## src/rtl/parity_sched_pkg.sv

```systemverilog
// Shared types and sizing helpers for the parity lane scheduler.
package parity_sched_pkg;

    localparam int DEFAULT_DATA_WIDTH = 256;
    localparam int DEFAULT_LANE_WIDTH = 32;

    typedef enum logic [1:0] {
        IDLE = 2'd0,
        RUN  = 2'd1,
        DONE = 2'd2
    } sched_state_t;

    function automatic int clog2_min1(input int n);
        return (n <= 1) ? 1 : $clog2(n);
    endfunction

    function automatic int beats_of(input int data_width, input int lane_width);
        return data_width / lane_width;
    endfunction

    function automatic int beat_width(input int data_width, input int lane_width);
        return clog2_min1(data_width / lane_width);
    endfunction

    function automatic int id_width(input int num_req);
        return clog2_min1(num_req);
    endfunction

endpackage

```

## src/rtl/rr_arbiter.sv

```systemverilog
// Round-robin arbiter: one-hot grant searched upward from the last winner,
// so the requester served most recently has the lowest priority.
module rr_arbiter
    import parity_sched_pkg::*;
#(
    parameter  int N  = 4,
    localparam int IW = id_width(N)
) (
    input  logic          clk,
    input  logic          rst,
    input  logic [N-1:0]  req,
    input  logic          advance,
    input  logic [IW-1:0] winner,
    output logic [N-1:0]  grant
);

    logic [IW-1:0] ptr;

    function automatic logic [IW-1:0] wrap(input logic [IW-1:0] base, input int off);
        int s;
        s = int'(base) + off;
        if (s >= N) s = s - N;
        return IW'(s);
    endfunction

    // Reset to N-1 so requester 0 is the first candidate.
    always_ff @(posedge clk) begin
        if (rst) ptr <= IW'(N - 1);
        else if (advance) ptr <= winner;
    end

    // NOTE: every always_comb output gets a default first so no path can infer a latch.
    // Scanning from the farthest offset down lets the nearest valid requester win.
    always_comb begin
        grant = '0;
        for (int i = N; i >= 1; i--) begin
            if (req[wrap(ptr, i)]) begin
                grant = '0;
                grant[wrap(ptr, i)] = 1'b1;
            end
        end
    end

endmodule

```

## src/rtl/parity_lane_scheduler.sv

```systemverilog
// Shares one LANE_WIDTH XOR-fold lane among NUM_REQ requesters: arbitrate,
// capture the operand, fold one lane word per cycle, then hold the result.
module parity_lane_scheduler
    import parity_sched_pkg::*;
#(
    parameter  int DATA_WIDTH = DEFAULT_DATA_WIDTH,
    parameter  int LANE_WIDTH = DEFAULT_LANE_WIDTH,
    parameter  int NUM_REQ    = 4,
    localparam int IDW        = id_width(NUM_REQ)
) (
    input  logic                          clk,
    input  logic                          rst,
    input  logic [NUM_REQ-1:0]            req_valid,
    input  logic [NUM_REQ*DATA_WIDTH-1:0] req_data,
    output logic [NUM_REQ-1:0]            req_ready,
    output logic                          res_valid,
    input  logic                          res_ready,
    output logic [IDW-1:0]                res_id,
    output logic [LANE_WIDTH-1:0]         res_fold,
    output logic                          res_parity,
    output logic                          busy
);

    localparam int BEATS = beats_of(DATA_WIDTH, LANE_WIDTH);
    localparam int BW    = beat_width(DATA_WIDTH, LANE_WIDTH);

    sched_state_t          state, state_next;
    logic [DATA_WIDTH-1:0] operand;
    logic [LANE_WIDTH-1:0] acc;
    logic [BW-1:0]         beat;
    logic [IDW-1:0]        id;

    logic [NUM_REQ-1:0]    grant;
    logic [IDW-1:0]        win_idx;
    logic [DATA_WIDTH-1:0] win_data;
    logic                  accept;
    logic                  last_beat;

    rr_arbiter #(.N(NUM_REQ)) u_arb (
        .clk     (clk),
        .rst     (rst),
        .req     (req_valid),
        .advance (accept),
        .winner  (win_idx),
        .grant   (grant)
    );

    always_comb begin
        win_idx  = '0;
        win_data = '0;
        for (int k = 0; k < NUM_REQ; k++) begin
            if (grant[k]) begin
                win_idx  = IDW'(k);
                win_data = req_data[k*DATA_WIDTH +: DATA_WIDTH];
            end
        end
    end

    assign accept    = (state == IDLE) && (|(req_valid & grant));
    assign last_beat = (beat == BW'(BEATS - 1));

    // NOTE: sequential state uses non-blocking assignments so every register samples pre-edge values.
    always_ff @(posedge clk) begin
        if (rst) state <= IDLE;
        else     state <= state_next;
    end

    always_comb begin
        state_next = state;
        unique case (state)
            IDLE:    if (accept)    state_next = RUN;
            RUN:     if (last_beat) state_next = DONE;
            DONE:    if (res_ready) state_next = IDLE;
            default: state_next = IDLE;
        endcase
    end

    always_comb begin
        req_ready  = '0;
        res_valid  = 1'b0;
        res_fold   = '0;
        res_parity = 1'b0;
        res_id     = '0;
        busy       = (state != IDLE);
        if (state == IDLE) req_ready = grant;
        if (state == DONE) begin
            res_valid  = 1'b1;
            res_fold   = acc;
            res_parity = ^acc;
            res_id     = id;
        end
    end

    always_ff @(posedge clk) begin
        if (rst) begin
            acc  <= '0;
            beat <= '0;
            id   <= '0;
        end else begin
            unique case (state)
                IDLE: if (accept) begin
                    acc  <= '0;
                    beat <= '0;
                    id   <= win_idx;
                end
                RUN: begin
                    acc  <= acc ^ operand[LANE_WIDTH-1:0];
                    beat <= beat + 1'b1;
                end
                default: ;
            endcase
        end
    end

    // NOTE: the operand is a pure data register, only meaningful after an accept, so it carries no reset.
    // Shifting down one lane per beat keeps the fold input at a fixed bit position.
    always_ff @(posedge clk) begin
        if (accept)             operand <= win_data;
        else if (state == RUN)  operand <= operand >> LANE_WIDTH;
    end

endmodule

```

## config.mk

```make
export PLATFORM = sky130hd
export DESIGN_NAME = parity_lane_scheduler
export DESIGN_NICKNAME = d
export VERILOG_FILES = /design/src/rtl/parity_sched_pkg.sv /design/src/rtl/rr_arbiter.sv /design/src/rtl/parity_lane_scheduler.sv
export SDC_FILE = /design/constraint.sdc
export NUM_CORES = 1
export LEC_CHECK = 0
export ABC_CLOCK_PERIOD_IN_PS = 32400
export CORE_AREA = 2 2 411 413
export DETAILED_ROUTE_END_ITERATION = 6
export DIE_AREA = 0 0 413 415
export PLACE_DENSITY = 0.34
export SKIP_CTS_REPAIR_TIMING = 1
export SLEW_MARGIN = 20
export SYNTH_ARGS = -nofsm -noshare
export SYNTH_HDL_FRONTEND = slang
export SYNTH_SLANG_ARGS = --single-unit
```

## constraint.sdc

```tcl
create_clock -name clk -period 32.4 [get_ports clk]
set_input_delay 3.24 -clock clk [delete_from_list [all_inputs] [get_ports clk]]
set_output_delay 3.24 -clock clk [all_outputs]
set_load 0.01 [all_outputs]
```

==> out/results.txt, run 1 <==
Global-route wire length before repair -> 210 mm
Die X -> 413 µm
Vias post-DR -> 22600
Worst skew pair latency -> 0.61 ns
# fillers -> 18600
Crit path largest cell delay -> 0.65 ns
Vias in the first global route -> 23000
Hold Path End -> beat[2]
Clock Power Share -> 0.113
Area Growth Syn to Fin -> 73.9%
Port Buffers -> 1071
Final Power -> 4.48 mW
Die H -> 415 µm
Drt first pass iters -> 5
Net Count, Synth -> 3186
R2R depth -> 11
Dominant cells by area after synthesis -> edfxtp_1 (40%), a221o_1 (12%), a21oi_1 (7.6%)
Max-slew headroom -> 0.246
Crit-path max FO -> 67
Layout Skew -> 0.0209 ns
Final ANT Viol Nets -> 0
Vias/cell -> 4.25
Worst min-delay path class -> flip-flop to flip-flop
R2R Setup Slk -> 25.47 ns
Initial antenna violation count -> 85
Fin crit share -> 0.296
Core Footprint -> 167000 µm²
Syn_area_per_cell -> 9.03 µm²
Starting Density -> 0.116
Final WL -> 162 mm
Post-synth top area share -> 0.397
Die area -> 171000 µm²
Post-synth top area cell -> edfxtp_1
Post-synthesis cell count -> 2147
Worst path top cell family by delay -> buffers and inverters
Worst Hold Path Cells -> 2
Hpwl dp -> 128 mm
Gr usage total -> 0.180
Status -> finished, final reports clean
DR iter-0 viols -> 1645
Switching power share of the total -> 0.539
Hold Startpoint -> beat[2]
Int Power -> 2.07 mW
Crit path buffers/inverters -> 3
TritonCTS Sinks -> 297
Worst-Margin Slew -> 1.13 ns
Overflow after GRT -> 0
Startpoint Class -> input pin
Critical path cell sequence -> clkdlybuf4s50_1 > mux4_2 > nor3b_1 > a311o_2 > buf_4 > nor2_1 > clkdlybuf4s50_1
Worst vdd ir -> 0.107 mV
Global placement routability congestion -> 0.862
Root Buffer -> clkbuf_16
Most common flop cell mapped by yosys -> edfxtp_1
Register area share after synthesis -> 0.439
Fin crit period -> 9.59 ns
RSZ-0062 raised after global routing -> false
Cell area power density -> 133 nW/µm²
Post-synthesis cell type count -> 47
Worst Setup End Kind -> output port
# setup viols final -> 0
Critical path's slowest cell -> mux4_2
Async set-or-reset flop fraction in the synthesized netlist -> 0
Final #Nets -> 4099
Bufs on Longest Clock Path -> 3
Synthesized flop and latch total -> 297
Lkg Pwr -> 10.9 nW
CTS clk-pin slew, worst paths -> 0.06 ns
Htree depth -> 2
Share of layout cells above drive strength 1 -> 0.0514
Final Util -> 0.202
Fin. max-slew vios -> 0
Reg-to-reg startpoint -> u_arb.ptr[0]
Commonest non-fill, non-tap cell in the layout -> clkdlybuf4s50_1
Most frequent CP cell -> clkdlybuf4s50_1
Crit path kind -> input pin to output port
Achievable Freq -> 104 MHz
Final hold violation count -> 0
Highest-count cells in the layout ignoring fill and taps -> clkdlybuf4s50_1 (1070), nand2_1 (302), a21oi_1 (294)
Seq pwr share -> 0.231
Post-synth EDFFs -> 256
WP data arrival -> 6.35 ns
Largest net degree at the start of global routing -> 147
Switching pwr -> 2.42 mW
Drt drc -> 0
Synth Cell Area -> 19400 µm²
Reg2reg end -> operand[97]
Maxcap violations -> 0
Total negative setup slack -> 0 ns
Io pins -> 1072
Inserted Clock Buffers -> 46
Comb pwr share -> 0.656
Worst EP required -> 29.16 ns
Rows -> 150
Synth warnings -> 0
Drt wl/cell -> 30.5 µm
CTS tree -> built
-- worst max-delay path by stage --
stage	start	endpoint	slack [ns]	cells after the start
6_report	req_valid[2]	req_ready[3]	22.81	7
5_1_grt	req_valid[2]	req_ready[3]	22.64	7
4_1_cts	req_valid[2]	req_ready[3]	22.81	7
3_5_place_dp	req_valid[2]	operand[86]	22.77	10
3_3_place_gp	req_valid[2]	req_ready[3]	22.84	7
2_1_floorplan	req_valid[2]	state[0]	15.69	8
-- layer usage --
| metal | wire, µm | up-vias | GRT usage | share of wire |
|---|---|---|---|---|
| li1 | - | 10300 | - | - |
| met1 | 65100 | 11100 | 0.213 | 0.40 |
| met2 | 82100 | 931 | 0.320 | 0.51 |
| met3 | 10200 | 207 | 0.0423 | 0.063 |
| met4 | 4730 | 38 | 0.0516 | 0.029 |
| met5 | 263 | - | 0 | 0.0016 |
-- registers in the layout (all words and copies together) (netlist names) --
register,cells
acc,32
beat,3
id,2
operand,256
state,2
u_arb.ptr,2
-- worst min-delay path, cell delays in order, from the launching register on --
cell and delay (ns):
dfxtp_1 0.31, o21ai_1 0.07, a21oi_1 0.06
-- power groups by stage --
| stage | registers (mW) | logic, mW | clock network, mW |
|---|---|---|---|
| CTS | 1.06 | 3.01 | 0.530 |
| floorplan | 0.957 | 1.81 | 0 |
| global placement | 1.07 | 2.98 | 0 |
| detailed placement | 1.06 | 3.00 | 0 |
| finish | 1.04 | 2.94 | 0.507 |
| global route | 1.06 | 3.20 | 0.539 |
-- synth_stat cells (3+ instances only) --
cell	n
a31o_2	32
nor2b_1	32
nand3b_1	30
buf_6	5
buf_2	85
xnor2_1	27
nand2b_1	5
a21oi_1	295
o21ai_1	16
o31ai_1	29
mux2i_1	5
dfxtp_1	41
inv_1	10
a221o_1	224
nand3_1	32
mux2_2	3
buf_1	18
ha_1	8
edfxtp_1	256
and2_1	36
nor2_1	44
nand2_1	302
mux4_2	4
clkbuf_1	138
a31oi_1	224
o21ai_0	214
xor2_1	4
-- through the flow --
stage / worst slack, ns / std cells / cell area [µm²] / hold slack, ns
finish: 22.81 / 5321 / 33700 / 0.486
global route: 22.64 / 5308 / 33700 / 0.526
CTS: 22.81 / 5296 / 33600 / 0.487
detailed placement: 22.77 / 5216 / 32200 / 0.479
global placement: 22.84 / 5215 / 32200 / 0.469
floorplan: 15.69 / 2147 / 19400 / 0.462
-- final cells by class --
cell class / instances / area (µm²) / area share
clock inverters: 21 / 215 / 0.00639
well taps: 2204 / 2760 / 0.0819
diodes: 25 / 62.6 / 0.00186
clock buffers: 59 / 1230 / 0.0365
flip-flops and latches: 297 / 8510 / 0.253
repair buffers: 1112 / 11100 / 0.328
inverters: 10 / 37.5 / 0.00111
multi-input cells: 1593 / 9820 / 0.291
-- kinds of logic after synthesis --
| family | synth area share |
|---|---|
| adders and majority gates | 0.00517 |
| DFF | 0.439 |
| buffers and inverters | 0.0574 |
| muxes | 0.00898 |
| xor gates and xnor gates | 0.0140 |
| AOI/OAI and AO/OA | 0.361 |
| and+or+nand+nor | 0.114 |
(Power assumes the default switching activity.)
==> inputs of run 2 (changes only) <==
- ABC_CLOCK_PERIOD_IN_PS: 32400 -> 9150
- clock period: 32.4 -> 9.15 ns (I/O delays scaled with it)
==> run 2 against run 1 <==
Utilization about the same. First-iteration DRC count increased by 21%. Die area stayed put. Sequential power grew to 3.5 times the previous value.
==> out/results.txt, run 2 (synthesized netlist as in run 1, its figures left out) <==
Global placement routability congestion -> 0.856 (-0.70%)
Final ANT Viol Nets -> 0 (unchanged)
Drt first pass iters -> 5 (unchanged)
Crit path kind -> flip-flop to flip-flop
Hold_ws -> 0.491 ns (+0.00509 ns)
Most frequent CP cell -> buf_4
CTS tree -> built
Critical path's slowest cell -> buf_4
Max-slew headroom -> 0.183 (-0.0635)
Startpoint Class -> flip-flop
Final Util -> 0.202 (-0.000315)
Hold Startpoint -> beat[1]
Worst min-delay path class -> flip-flop to flip-flop
TritonCTS Sinks -> 297 (unchanged)
Io pins -> 1072 (unchanged)
RSZ-0062 raised after global routing -> false
Worst Setup End Kind -> flip-flop
Root Buffer -> clkbuf_16
Overflow after GRT -> 0 (unchanged)
Fin crit period -> 5.52 ns
CTS clk-pin slew, worst paths -> 0.06 ns (about the same)
Crit path buffers/inverters -> 4 (+1)
Layout Skew -> 0.0168 ns (-0.00408 ns)
Initial antenna violation count -> 92 (+8.2%)
Gr usage total -> 0.185 (+0.00458)
Routed wl met3 -> 9.67 mm (-5.2%)
Final WL -> 167 mm (+2.7%)
Wire length on met1 -> 67.2 mm (+3.1%)
Crit-path max FO -> 66 (-1.5%)
Die X -> 413 µm (unchanged)
Lkg Pwr -> 10.9 nW (-0.52%)
Total negative setup slack -> 0 ns (unchanged)
Worst vdd ir -> 0.608 mV (+470%)
Final Power -> 15.7 mW (+250%)
Die H -> 415 µm (unchanged)
R2R Setup Slk -> 3.63 ns (-21.84 ns)
Achievable Freq -> 181 MHz
Htree depth -> 2 (unchanged)
# fillers -> 18600 (+0.17%)
Status -> finished, final reports clean
Hpwl dp -> 130 mm (+1.5%)
Final hold violation count -> 0 (unchanged)
Worst skew pair latency -> 0.60 ns (about the same)
Met2 WL -> 86.0 mm (+4.8%)
Top flop regs -> operand x256, acc x32, beat x3
Reg2reg end -> operand[113]
Vias in the first global route -> 23300 (+1.4%)
Worst Hold Path Cells -> 2 (unchanged)
Max FFs per register -> 256 (unchanged)
Crit path largest cell delay -> 0.79 ns (+0.14 ns)
Hold Path End -> beat[1]
Uppermost layer routed -> met5
Reg-to-reg startpoint -> u_arb.ptr[0]
Share of layout cells above drive strength 1 -> 0.0480 (-0.00346)
Port Buffers -> 1071 (unchanged)
Worst EP required -> 9.58 ns (-19.58 ns)
Die area -> 171000 µm² (unchanged)
Area Growth Syn to Fin -> 73.6%
Critical path cell sequence -> inv_1 > ha_1 > mux4_2 > nor2b_1 > a311oi_4 > buf_4 > buf_4 > buf_4 > a221o_1 > o21ai_0 > a31oi_1
R2R depth -> 11 (unchanged)
Worst-Margin Slew -> 1.23 ns (+0.0953 ns)
Global-route wire length before repair -> 216 mm (+2.6%)
Inserted Clock Buffers -> 44 (-4.3%)
Rows -> 150 (unchanged)
Top reg by flops -> operand
Drt drc -> 0 (unchanged)
Commonest non-fill, non-tap cell in the layout -> clkdlybuf4s50_1
DP Worst Slack -> 3.52 ns (-19.25 ns)
# setup viols final -> 0 (unchanged)
Starting Density -> 0.116 (unchanged)
Highest-count cells in the layout ignoring fill and taps -> clkdlybuf4s50_1 (1070), nand2_1 (302), a21oi_1 (294)
Final #Nets -> 4090 (-0.22%)
Fin. max-slew vios -> 0 (unchanged)
Cell area power density -> 466 nW/µm² (+250%)
FF+latch area -> 8510 µm² (unchanged)
Fin crit share -> 0.604
Vias post-DR -> 22900 (+1.3%)
Final worst slack -> 3.63 ns (-19.19 ns)
Vias/cell -> 4.31 (+1.5%)
Maxcap violations -> 0 (unchanged)
DR iter-0 viols -> 1983 (+21%)
Drt wl/cell -> 31.4 µm (+2.8%)
WP data arrival -> 5.95 ns (-0.40 ns)
Core Footprint -> 167000 µm² (unchanged)
Bufs on Longest Clock Path -> 3 (unchanged)
Footprint of the multi-input gates -> 9810 µm² (-0.10%)
Largest net degree at the start of global routing -> 141 (-4.1%)
Worst path top cell family by delay -> buffers and inverters
==> run 2: cell count changes in the layout (fill, tap and decap cells not counted), sizes merged <==
cell      change
inv           +1
clkinv        -3
diode         -1
clkinvlp      +1
buf           -7
bufinv        -3
clkbuf        +5
==> run 2: where the power goes <==
group          internal, mW  total (mW)  switching [mW]
clock                 0.974        1.71           0.735
combinational          3.40        10.3            6.94
sequential             2.90        3.63           0.731
==> run 2: routing by layer <==
metal / GRT usage / up-vias
met5: 0 / -
met4: 0.0536 / 38
li1: - / 10300
met1: 0.220 / 11500
met2: 0.331 / 952
met3: 0.0375 / 199
==> run 2: area by class of cell <==
| cell class | count | share of cell area |
|---|---|---|
| tap | 2204 | 0.0820 |
| clock buffer | 64 | 0.0371 |
| multi-input combinational | 1593 | 0.292 |
| clock inverter | 17 | 0.00368 |
| sequential | 297 | 0.253 |
| antenna | 24 | 0.00179 |
| inverter | 10 | 0.00112 |
| timing repair buffer | 1105 | 0.330 |
==> run 2: worst min-delay path, stage by stage (launching register included) <==
cell and delay [ns]:
dfxtp_1 0.31, o21ai_1 0.07, a21oi_1 0.07
==> run 2: worst max-delay path by stage <==
stage                       from            to  depth (start not counted)
finish              u_arb.ptr[0]  operand[113]                         11
global route        u_arb.ptr[0]  operand[113]                         11
CTS                 u_arb.ptr[0]  operand[113]                         11
detailed placement  req_valid[2]  operand[113]                         10
global placement    req_valid[2]   operand[86]                         10
floorplan           u_arb.ptr[0]      state[0]                         10
==> run 2: stage by stage <==
stage | cell area [µm²] | instances
finish | 33600 | 5314
CTS | 33600 | 5290
floorplan | 19400 | 2147
global route | 33600 | 5309
global placement | 32200 | 5209
detailed placement | 32200 | 5209
